## src/rtl/ac_pkg.sv

```systemverilog
// Shared constants, FSM encoding and goto-table entry layout for the
// Aho-Corasick scan controller.
package ac_pkg;

    localparam int unsigned N_ENTRIES = 32;
    localparam int unsigned SW        = 8;
    localparam int unsigned CW        = 8;
    localparam int unsigned AW        = 5;
    localparam int unsigned HW        = $clog2(N_ENTRIES + 1);

    typedef enum logic [2:0] {
        S_IDLE,
        S_SCAN,
        S_FREQ,
        S_FWAIT,
        S_AREQ,
        S_AWAIT,
        S_EMIT
    } state_t;

    typedef struct packed {
        logic [SW-1:0] cur;
        logic [CW-1:0] chr;
        logic [SW-1:0] nxt;
    } goto_entry_t;

endpackage

```

## src/rtl/ac_goto_scan.sv

```systemverilog
// Linear goto-table scanner: issues one read per cycle from entry 0 and
// compares each returning entry against (cur, chr); lowest hit wins.
module ac_goto_scan
    import ac_pkg::*;
(
    input  logic              clk,
    input  logic              rst,
    input  logic              start,
    input  logic [SW-1:0]     cur,
    input  logic [CW-1:0]     chr,
    input  goto_entry_t       entry,
    output logic              rd,
    output logic [AW-1:0]     addr,
    output logic              hit_c,
    output logic              done_c,
    output logic [SW-1:0]     nxt_c
);

    logic          issuing;
    logic          vld;
    logic          last;
    logic [AW-1:0] idx;
    logic          is_last_idx;

    assign is_last_idx = (idx == AW'(N_ENTRIES - 1));

    // vld marks that the entry bus carries the response to the previous read
    assign hit_c  = vld && (entry.cur == cur) && (entry.chr == chr);
    assign done_c = vld && last && !hit_c;
    assign nxt_c  = entry.nxt;
    assign rd     = issuing;
    assign addr   = idx;

    // A hit cancels further reads and drops the response already in flight
    always_ff @(posedge clk or negedge rst) begin
        if (!rst) begin
            idx     <= '0;
            issuing <= 1'b0;
            vld     <= 1'b0;
            last    <= 1'b0;
        end else if (start) begin
            idx     <= '0;
            issuing <= 1'b1;
            vld     <= 1'b0;
            last    <= 1'b0;
        end else if (hit_c) begin
            issuing <= 1'b0;
            vld     <= 1'b0;
            last    <= 1'b0;
        end else begin
            vld  <= issuing;
            last <= issuing && is_last_idx;
            if (issuing) begin
                idx     <= AW'(idx + AW'(1));
                issuing <= !is_last_idx;
            end
        end
    end

endmodule

```

## src/rtl/ac_scan_ctrl.sv

```systemverilog
// Aho-Corasick character sequencer: goto scan, failure-link walk,
// accept lookup and one-cycle result pulse per accepted character.
module ac_scan_ctrl
    import ac_pkg::*;
(
    input  logic          clk,
    input  logic          rst,
    input  logic          in_valid,
    output logic          in_ready,
    input  logic [CW-1:0] in_char,
    output logic          tbl_rd,
    output logic [AW-1:0] tbl_addr,
    input  logic [SW-1:0] tbl_cur,
    input  logic [CW-1:0] tbl_chr,
    input  logic [SW-1:0] tbl_nxt,
    output logic          ft_rd,
    output logic [SW-1:0] ft_addr,
    input  logic [SW-1:0] ft_fail,
    input  logic          ft_acc,
    output logic          out_valid,
    output logic [SW-1:0] out_state,
    output logic          out_match,
    output logic          err
);

    state_t        state, state_nxt;
    logic [SW-1:0] cur, cur_nxt;
    logic [CW-1:0] chr, chr_nxt;
    logic [HW-1:0] hop, hop_nxt, hop_inc;
    logic          match, match_nxt;
    logic          err_nxt;
    logic          scan_start_c;
    logic          hit_c, done_c;
    logic [SW-1:0] scan_nxt_c;
    goto_entry_t   entry;

    assign entry   = '{cur: tbl_cur, chr: tbl_chr, nxt: tbl_nxt};
    assign hop_inc = HW'(hop + HW'(1));
    assign ft_addr = cur;

    ac_goto_scan u_scan (
        .clk    (clk),
        .rst    (rst),
        .start  (scan_start_c),
        .cur    (cur),
        .chr    (chr),
        .entry  (entry),
        .rd     (tbl_rd),
        .addr   (tbl_addr),
        .hit_c  (hit_c),
        .done_c (done_c),
        .nxt_c  (scan_nxt_c)
    );

    always_ff @(posedge clk or negedge rst) begin
        if (!rst) begin
            state     <= S_IDLE;
            cur       <= '0;
            chr       <= '0;
            hop       <= '0;
            match     <= 1'b0;
            err       <= 1'b0;
            in_ready  <= 1'b1;
            ft_rd     <= 1'b0;
            out_valid <= 1'b0;
            out_state <= '0;
            out_match <= 1'b0;
        end else begin
            state     <= state_nxt;
            cur       <= cur_nxt;
            chr       <= chr_nxt;
            hop       <= hop_nxt;
            match     <= match_nxt;
            err       <= err_nxt;
            in_ready  <= (state_nxt == S_IDLE);
            ft_rd     <= (state_nxt == S_FREQ) || (state_nxt == S_AREQ);
            out_valid <= (state == S_EMIT);
            if (state == S_EMIT) begin
                out_state <= cur;
                out_match <= match;
            end
        end
    end

    // Next-state and datapath updates
    always_comb begin
        state_nxt    = state;
        cur_nxt      = cur;
        chr_nxt      = chr;
        hop_nxt      = hop;
        match_nxt    = match;
        err_nxt      = err;
        scan_start_c = 1'b0;
        case (state)
            S_IDLE: begin
                if (in_valid) begin
                    chr_nxt      = in_char;
                    hop_nxt      = '0;
                    scan_start_c = 1'b1;
                    state_nxt    = S_SCAN;
                end
            end
            S_SCAN: begin
                if (hit_c) begin
                    cur_nxt   = scan_nxt_c;
                    state_nxt = S_AREQ;
                end else if (done_c) begin
                    if (cur == '0) begin
                        match_nxt = 1'b0;
                        state_nxt = S_EMIT;
                    end else begin
                        state_nxt = S_FREQ;
                    end
                end
            end
            S_FREQ: state_nxt = S_FWAIT;
            S_FWAIT: begin
                hop_nxt = hop_inc;
                // A runaway failure chain falls back to the root
                if (hop_inc == HW'(N_ENTRIES)) begin
                    err_nxt   = 1'b1;
                    cur_nxt   = '0;
                    match_nxt = 1'b0;
                    state_nxt = S_EMIT;
                end else begin
                    cur_nxt      = ft_fail;
                    scan_start_c = 1'b1;
                    state_nxt    = S_SCAN;
                end
            end
            S_AREQ:  state_nxt = S_AWAIT;
            S_AWAIT: begin
                match_nxt = ft_acc;
                state_nxt = S_EMIT;
            end
            S_EMIT:  state_nxt = S_IDLE;
            default: state_nxt = S_IDLE;
        endcase
    end

endmodule

```

## config.mk

```make
export PLATFORM = sky130hd
export DESIGN_NAME = ac_scan_ctrl
export DESIGN_NICKNAME = d
export VERILOG_FILES = /design/src/rtl/ac_pkg.sv /design/src/rtl/ac_goto_scan.sv /design/src/rtl/ac_scan_ctrl.sv
export SDC_FILE = /design/constraint.sdc
export NUM_CORES = 1
export LEC_CHECK = 0
export CORE_ASPECT_RATIO = 1.1
export CORE_MARGIN = 4
export CORE_UTILIZATION = 42
export DETAILED_ROUTE_END_ITERATION = 12
export MAX_ROUTING_LAYER = met4
export PLACE_DENSITY = 0.76
export SYNTH_ARGS = -nofsm -noshare
export SYNTH_HDL_FRONTEND = slang
export SYNTH_SLANG_ARGS = --single-unit
```

## constraint.sdc

```tcl
create_clock -name clk -period 1.9 [get_ports clk]
set_clock_uncertainty 0.15 [all_clocks]
set_input_delay 0.475 -clock clk [delete_from_list [all_inputs] [get_ports clk]]
set_output_delay 0.475 -clock clk [all_outputs]
set_load 0.01 [all_outputs]
```

Word level (Yosys, flattened, before mapping)
Index checks and enable logic that the tools add are counted.
{ "word_totals": {"regBits": 47, "in_bits": 44, "out_inout_bits": 27, "word_cells": 86} }
{ "classes": {"addsub": 2, "n_eq_ne": 19, "n_mux": 29, "reduce_logical": 21} }
{ "ops": {"columns": ["op", "n"], "rows": [
  ["3-bit case mux with 6 select lines", 1],
  ["8-bit equality test", 2],
  ["8-bit 2-to-1 mux", 2],
  ["8-bit case mux with 2 select lines", 1],
  ["3-bit 2-to-1 mux", 5],
  ["5-bit 2-to-1 mux", 3],
  ["1-bit 2-to-1 mux", 13],
  ["3-bit equality test (second input constant)", 4],
  ["2-bit inequality test (second input constant)", 6],
  ["6-bit case mux with 2 select lines", 1],
  ["2-bit AND reduction", 5],
  ["3-bit by 2-bit equality test with 1-bit output (second input constant)", 3],
  ["8-bit logical NOT", 1],
  ["6-bit by 1-bit adder with 6-bit output (second input constant)", 1],
  ["6-bit equality test (second input constant)", 1],
  ["3-bit logical NOT", 2],
  ["6-bit 2-to-1 mux", 1],
  ["2-bit nonzero test", 3],
  ["5-bit by 1-bit adder with 5-bit output (second input constant)", 1],
  ["5-bit equality test (second input constant)", 1],
  ["1-bit logical AND", 5],
  ["5-bit AND reduction", 1],
  ["3-bit by 1-bit equality test with 1-bit output (second input constant)", 1],
  ["1-bit case mux with 3 select lines", 1],
  ["other kinds (5)", 6]
]} }

Depth between registers and ports, before layout
{ "logic_depth": {"depth_word": 10, "ltp_mapped": 7, "mapped_depth_nobuf": 6} }

Hierarchy
A second synthesis with hierarchy kept.
{ "unflattened": {"cells_unflattened": 246, "area_unflattened_um2": 2598.7} }
{ "by_module_without_submodules": {"columns": ["mod", "n_inst", "cells_each", "area_each_um2", "seq_area_each_um2"], "rows": [
  ["ac_scan_ctrl", 1, 153, 1759.2, 977.2],
  ["ac_goto_scan", 1, 93, 839.6, 200.2]
]} }

Least setup slack after synthesis
No wires, ideal clock.
{ "synth_path": {"path_kind": "input -> register", "from": "input port tbl_cur[1]", "to": "register cur[0], in the netlist ft_addr[0]", "setup_time_ps": 125, "arrival_ps": 1572, "required_ps": 1625, "setup_slack_ps": 53, "path_stages": 7, "n_path_buf": 1, "cell_sequence": "xnor2_1 > nand4_1 > nor3_2 > and2_1 > buf_6 > o21ai_4 > mux2_2"} }
{ "synth_via": {"elab_chain_len": 5} }
{ "synth_rtl": {"columns": ["element", "line_no", "source"], "rows": [
  ["start: declaration", "ac_scan_ctrl.sv:13", "input logic [SW-1:0] tbl_cur,"],
  ["8-bit equality test", "ac_goto_scan.sv:28", "assign hit_c = vld && (entry.cur == cur) && (entry.chr == chr);"],
  ["1-bit logical AND (2 in series)", "ac_goto_scan.sv:28", null],
  ["2-bit by 1-bit inequality test with 1-bit output (no source line)", null, null],
  ["2-bit AND reduction (no source line)", null, null],
  ["end signal: assignment", "ac_scan_ctrl.sv:70", "cur <= cur_nxt;"],
  ["end: declaration", "ac_scan_ctrl.sv:27", "logic [SW-1:0] cur, cur_nxt;"]
]} }
No other way between the ends.
A chain may end at the register's enable or synchronous reset.

Worst setup path in the final report
{ "layout_path": {"from": "register cur[0], in the netlist ft_addr[0]", "to": "register cur[7], in the netlist ft_addr[7]"} }
{ "layout_via": {"elab_chain_len": 5} }
{ "layout_rtl": {"columns": ["element", "line_no"], "rows": [
  ["8-bit equality test", "ac_goto_scan.sv:28"],
  ["1-bit logical AND (2 in series)", "ac_goto_scan.sv:28"],
  ["2-bit by 1-bit inequality test with 1-bit output (no source line)", null],
  ["2-bit AND reduction (no source line)", null]
]} }
No other way between the ends.

==> impl_metrics.env <==
export IMPL_grt_pass1_vias=2094
export IMPL_worst_pin_slew_ps=434
export IMPL_stdcell_count=421
export IMPL_synthTopCellsByArea="dfrtp_1 49%, mux2_2 12%, xnor2_1 6.4%"
export IMPL_power_leakage_uw=0.00186
export IMPL_peakVddDrop_uv=583
export IMPL_grt_pass1_wl_um=9960
export IMPL_period_share=1.05
export IMPL_startpoint_type="register"
export IMPL_ys_ff_latch=47
export IMPL_synth_area_per_cell_um2=10.5
export IMPL_area_growth_pct=59.5
export IMPL_drc=0
export IMPL_synth_seq_area_share=0.503
export IMPL_cts_buffers=5
export IMPL_power_density_nw_per_um2=1230
export IMPL_cts_reportedPaths_clkPinSlew_ps=90
export IMPL_violations="setup timing"
export IMPL_synth_common_cells="46 x dfrtp_1, 36 x nand2_1, 24 x mux2_2"
export IMPL_grt_total_usage=0.191
export IMPL_synth_nets=271
export IMPL_first_pass_iters=5
export IMPL_vias_per_cell=5.10
export IMPL_cp_data_required_time_ps=1940
export IMPL_holdWs_ps=0.646
export IMPL_worstPathArrival_ps=2040
export IMPL_cts_num_sinks=47
export IMPL_cts_tree="done"
export IMPL_max_slew_margin=0.709
export IMPL_gr_total_overflow=0
export IMPL_placed_cells=387
export IMPL_clock_fmax_mhz=501
export IMPL_antenna_cells=0
export IMPL_antenna_found_initial=0
export IMPL_hp_class="in2async"
export IMPL_clockRootBuffer="clkbuf_8"
export IMPL_wl_um=6550
export IMPL_layout_setup_ws_ps=-94.8
export IMPL_vias=2147
export IMPL_gp_congestion=0.787
export IMPL_postLayoutCoreUtil=0.692
export IMPL_dieArea_um2=6840
export IMPL_synth_cell_types=42
export IMPL_finalSetupViolations=10
export IMPL_synthCells=224
export IMPL_cts_htree_levels=2
export IMPL_initial_utilization=0.434
export IMPL_worstSetupEndpointType="register"
export IMPL_clkLatencyLatePin_ps=300
export IMPL_synth_largest_area_cell="dfrtp_1"
export IMPL_wl_met2_um=3440
export IMPL_boundaryPins=71
export IMPL_clockBufferDepth=2
export IMPL_synth_ff_type="dfrtp_1"
export IMPL_rsz0062_at_grt="yes"
export IMPL_highest_signal_layer="met4"
export IMPL_outcome="complete, but fails checks"
export IMPL_synth_warnings=0
export IMPL_mappedNetlistArea_um2=2340
export IMPL_synth_most_common_cell="dfrtp_1"
export IMPL_dieWidth_um=79.2
export IMPL_maxCapViolations=0
export IMPL_finalHoldViolCount=0
export IMPL_async_flop_share=1.00
export IMPL_maxSlewViolCount=0
export IMPL_wl_met1_um=2690
export IMPL_dr_first_iter_drc_count=122
export IMPL_nFillCells=420
export IMPL_final_nets=392
export IMPL_min_period_ps=1990
export IMPL_drive_gt1_frac=0.318
export IMPL_synth_top_area_share=0.491
export IMPL_io_buffer_count=70
export IMPL_cts_hold_buf=0
export IMPL_synth_edf_count=0
export IMPL_dp_hpwl_um=4390
export IMPL_num_rows=28
export IMPL_critical_path_class="reg2reg"
export IMPL_drtAntennaViolNets=0
export IMPL_setup_tns_ps=-634
export IMPL_wl_per_cell_um=15.6
export IMPL_grt_max_degree=48
export IMPL_cp_max_fo=7
export IMPL_core_area_um2=5400
export IMPL_route_met3_wl_um=345
export IMPL_die_h_um=86.3
## registers in the layout (all words and copies together) (netlist names)
| register | cells |
|---|---|
| err | 1 |
| chr | 8 |
| u_scan.rd | 1 |
| out_valid | 1 |
| match | 1 |
| u_scan.vld | 1 |
| ft_rd | 1 |
| u_scan.last | 1 |
| in_ready | 1 |
| out_match | 1 |
| hop | 6 |
| ft_addr | 8 |
| u_scan.addr | 5 |
| out_state | 8 |
| state | 3 |
## power breakdown
group          total, uW  leakage [uW]  internal (uW)  switching, uW
clock network        667     0.0000505            331            336
logic               2330       0.00120           1360            976
registers           1580      0.000607           1300            282
## cells by family after synthesis
| logic type | Yosys count | share of synthesized area |
|---|---|---|
| buffers and inverters | 11 | 0.0251 |
| adder cells (fa/ha/maj) | 3 | 0.0160 |
| flip-flops | 47 | 0.503 |
| multiplexers | 24 | 0.115 |
| AO/OA/AOI/OAI | 33 | 0.0940 |
| AND/OR/NAND/NOR | 87 | 0.176 |
| XOR/XNOR | 19 | 0.0710 |
## cells in the final DEF (no fill, tap or decap), types with 3 or more instances in the layout
cell	netlist	routed
nand4_1	4	4
xnor2_2	0	3
clkdlybuf4s50_1	0	40
mux2_2	24	17
ha_1	3	3
nor3_2	1	3
nand2_1	36	35
dlymetal6s2s_1	0	5
buf_6	1	7
xnor2_1	17	14
or3_1	3	3
dlygate4sd2_1	0	22
o21ai_0	15	15
clkbuf_8	0	7
dfrtp_1	46	46
nor2_2	0	5
nor2_1	13	8
a21oi_1	3	3
nand3_1	14	14
buf_4	1	44
mux2_4	0	7
## final timing paths
check                      cells past startpoint          to        from  slack (ps)
setup / recovery                               8  ft_addr[7]  ft_addr[0]         -90
hold / removal                                 2      hop[4]         rst         0.6
setup reg to reg                               8  ft_addr[7]  ft_addr[0]         -90
hold reg to reg                                1         err         err         310
max in group asynchronous                      2    in_ready         rst        1320
min in group clk                               1         err         err         310
## area by class of cell
| class | count | area, um^2 | share of cell area |
|---|---|---|---|
| multi-input cells | 166 | 1230 | 0.329 |
| flip-flops and latches | 47 | 1180 | 0.315 |
| repair buffers | 123 | 1120 | 0.301 |
| clock buffers | 7 | 96.3 | 0.0258 |
| well taps | 75 | 93.8 | 0.0251 |
| clock inverters | 1 | 7.51 | 0.00201 |
| inverters | 2 | 7.51 | 0.00201 |
## critical path, stage by stage (launching register included)
cell and delay [ps]:
dfrtp_1 410, buf_4 170, xnor2_1 150, nand4_1 120
nor2_2 180, and2_4 200, o21ai_4 80, buf_12 140
mux2_4 300
## layer usage
layer / track usage / up-vias
li1: - / 1020
met1: 0.240 / 1049
met2: 0.322 / 68
met3: 0.0364 / 10
met4: 0.0453 / 0
met5: - / -
## what timing repair did
| item | 4_1_cts | 5_1_grt |
|---|---|---|
| endpoints found under the setup margin | 23 | 29 |
| pin swaps | 23 | 12 |
| setup buffers | 13 | 13 |
| gates resized for setup | 43 | 22 |
## through the flow
stage / worst slack, ps / power (uW) / instance area, um^2
2_1_floorplan: 52.8 / 2550 / 2340
3_3_place_gp: -398 / 3370 / 3300
3_5_place_dp: -458 / 3420 / 3300
4_1_cts: -113 / 4340 / 3560
5_1_grt: -180 / 4890 / 3740
6_report: -94.8 / 4580 / 3740
Power figures use the tool's default switching activity.
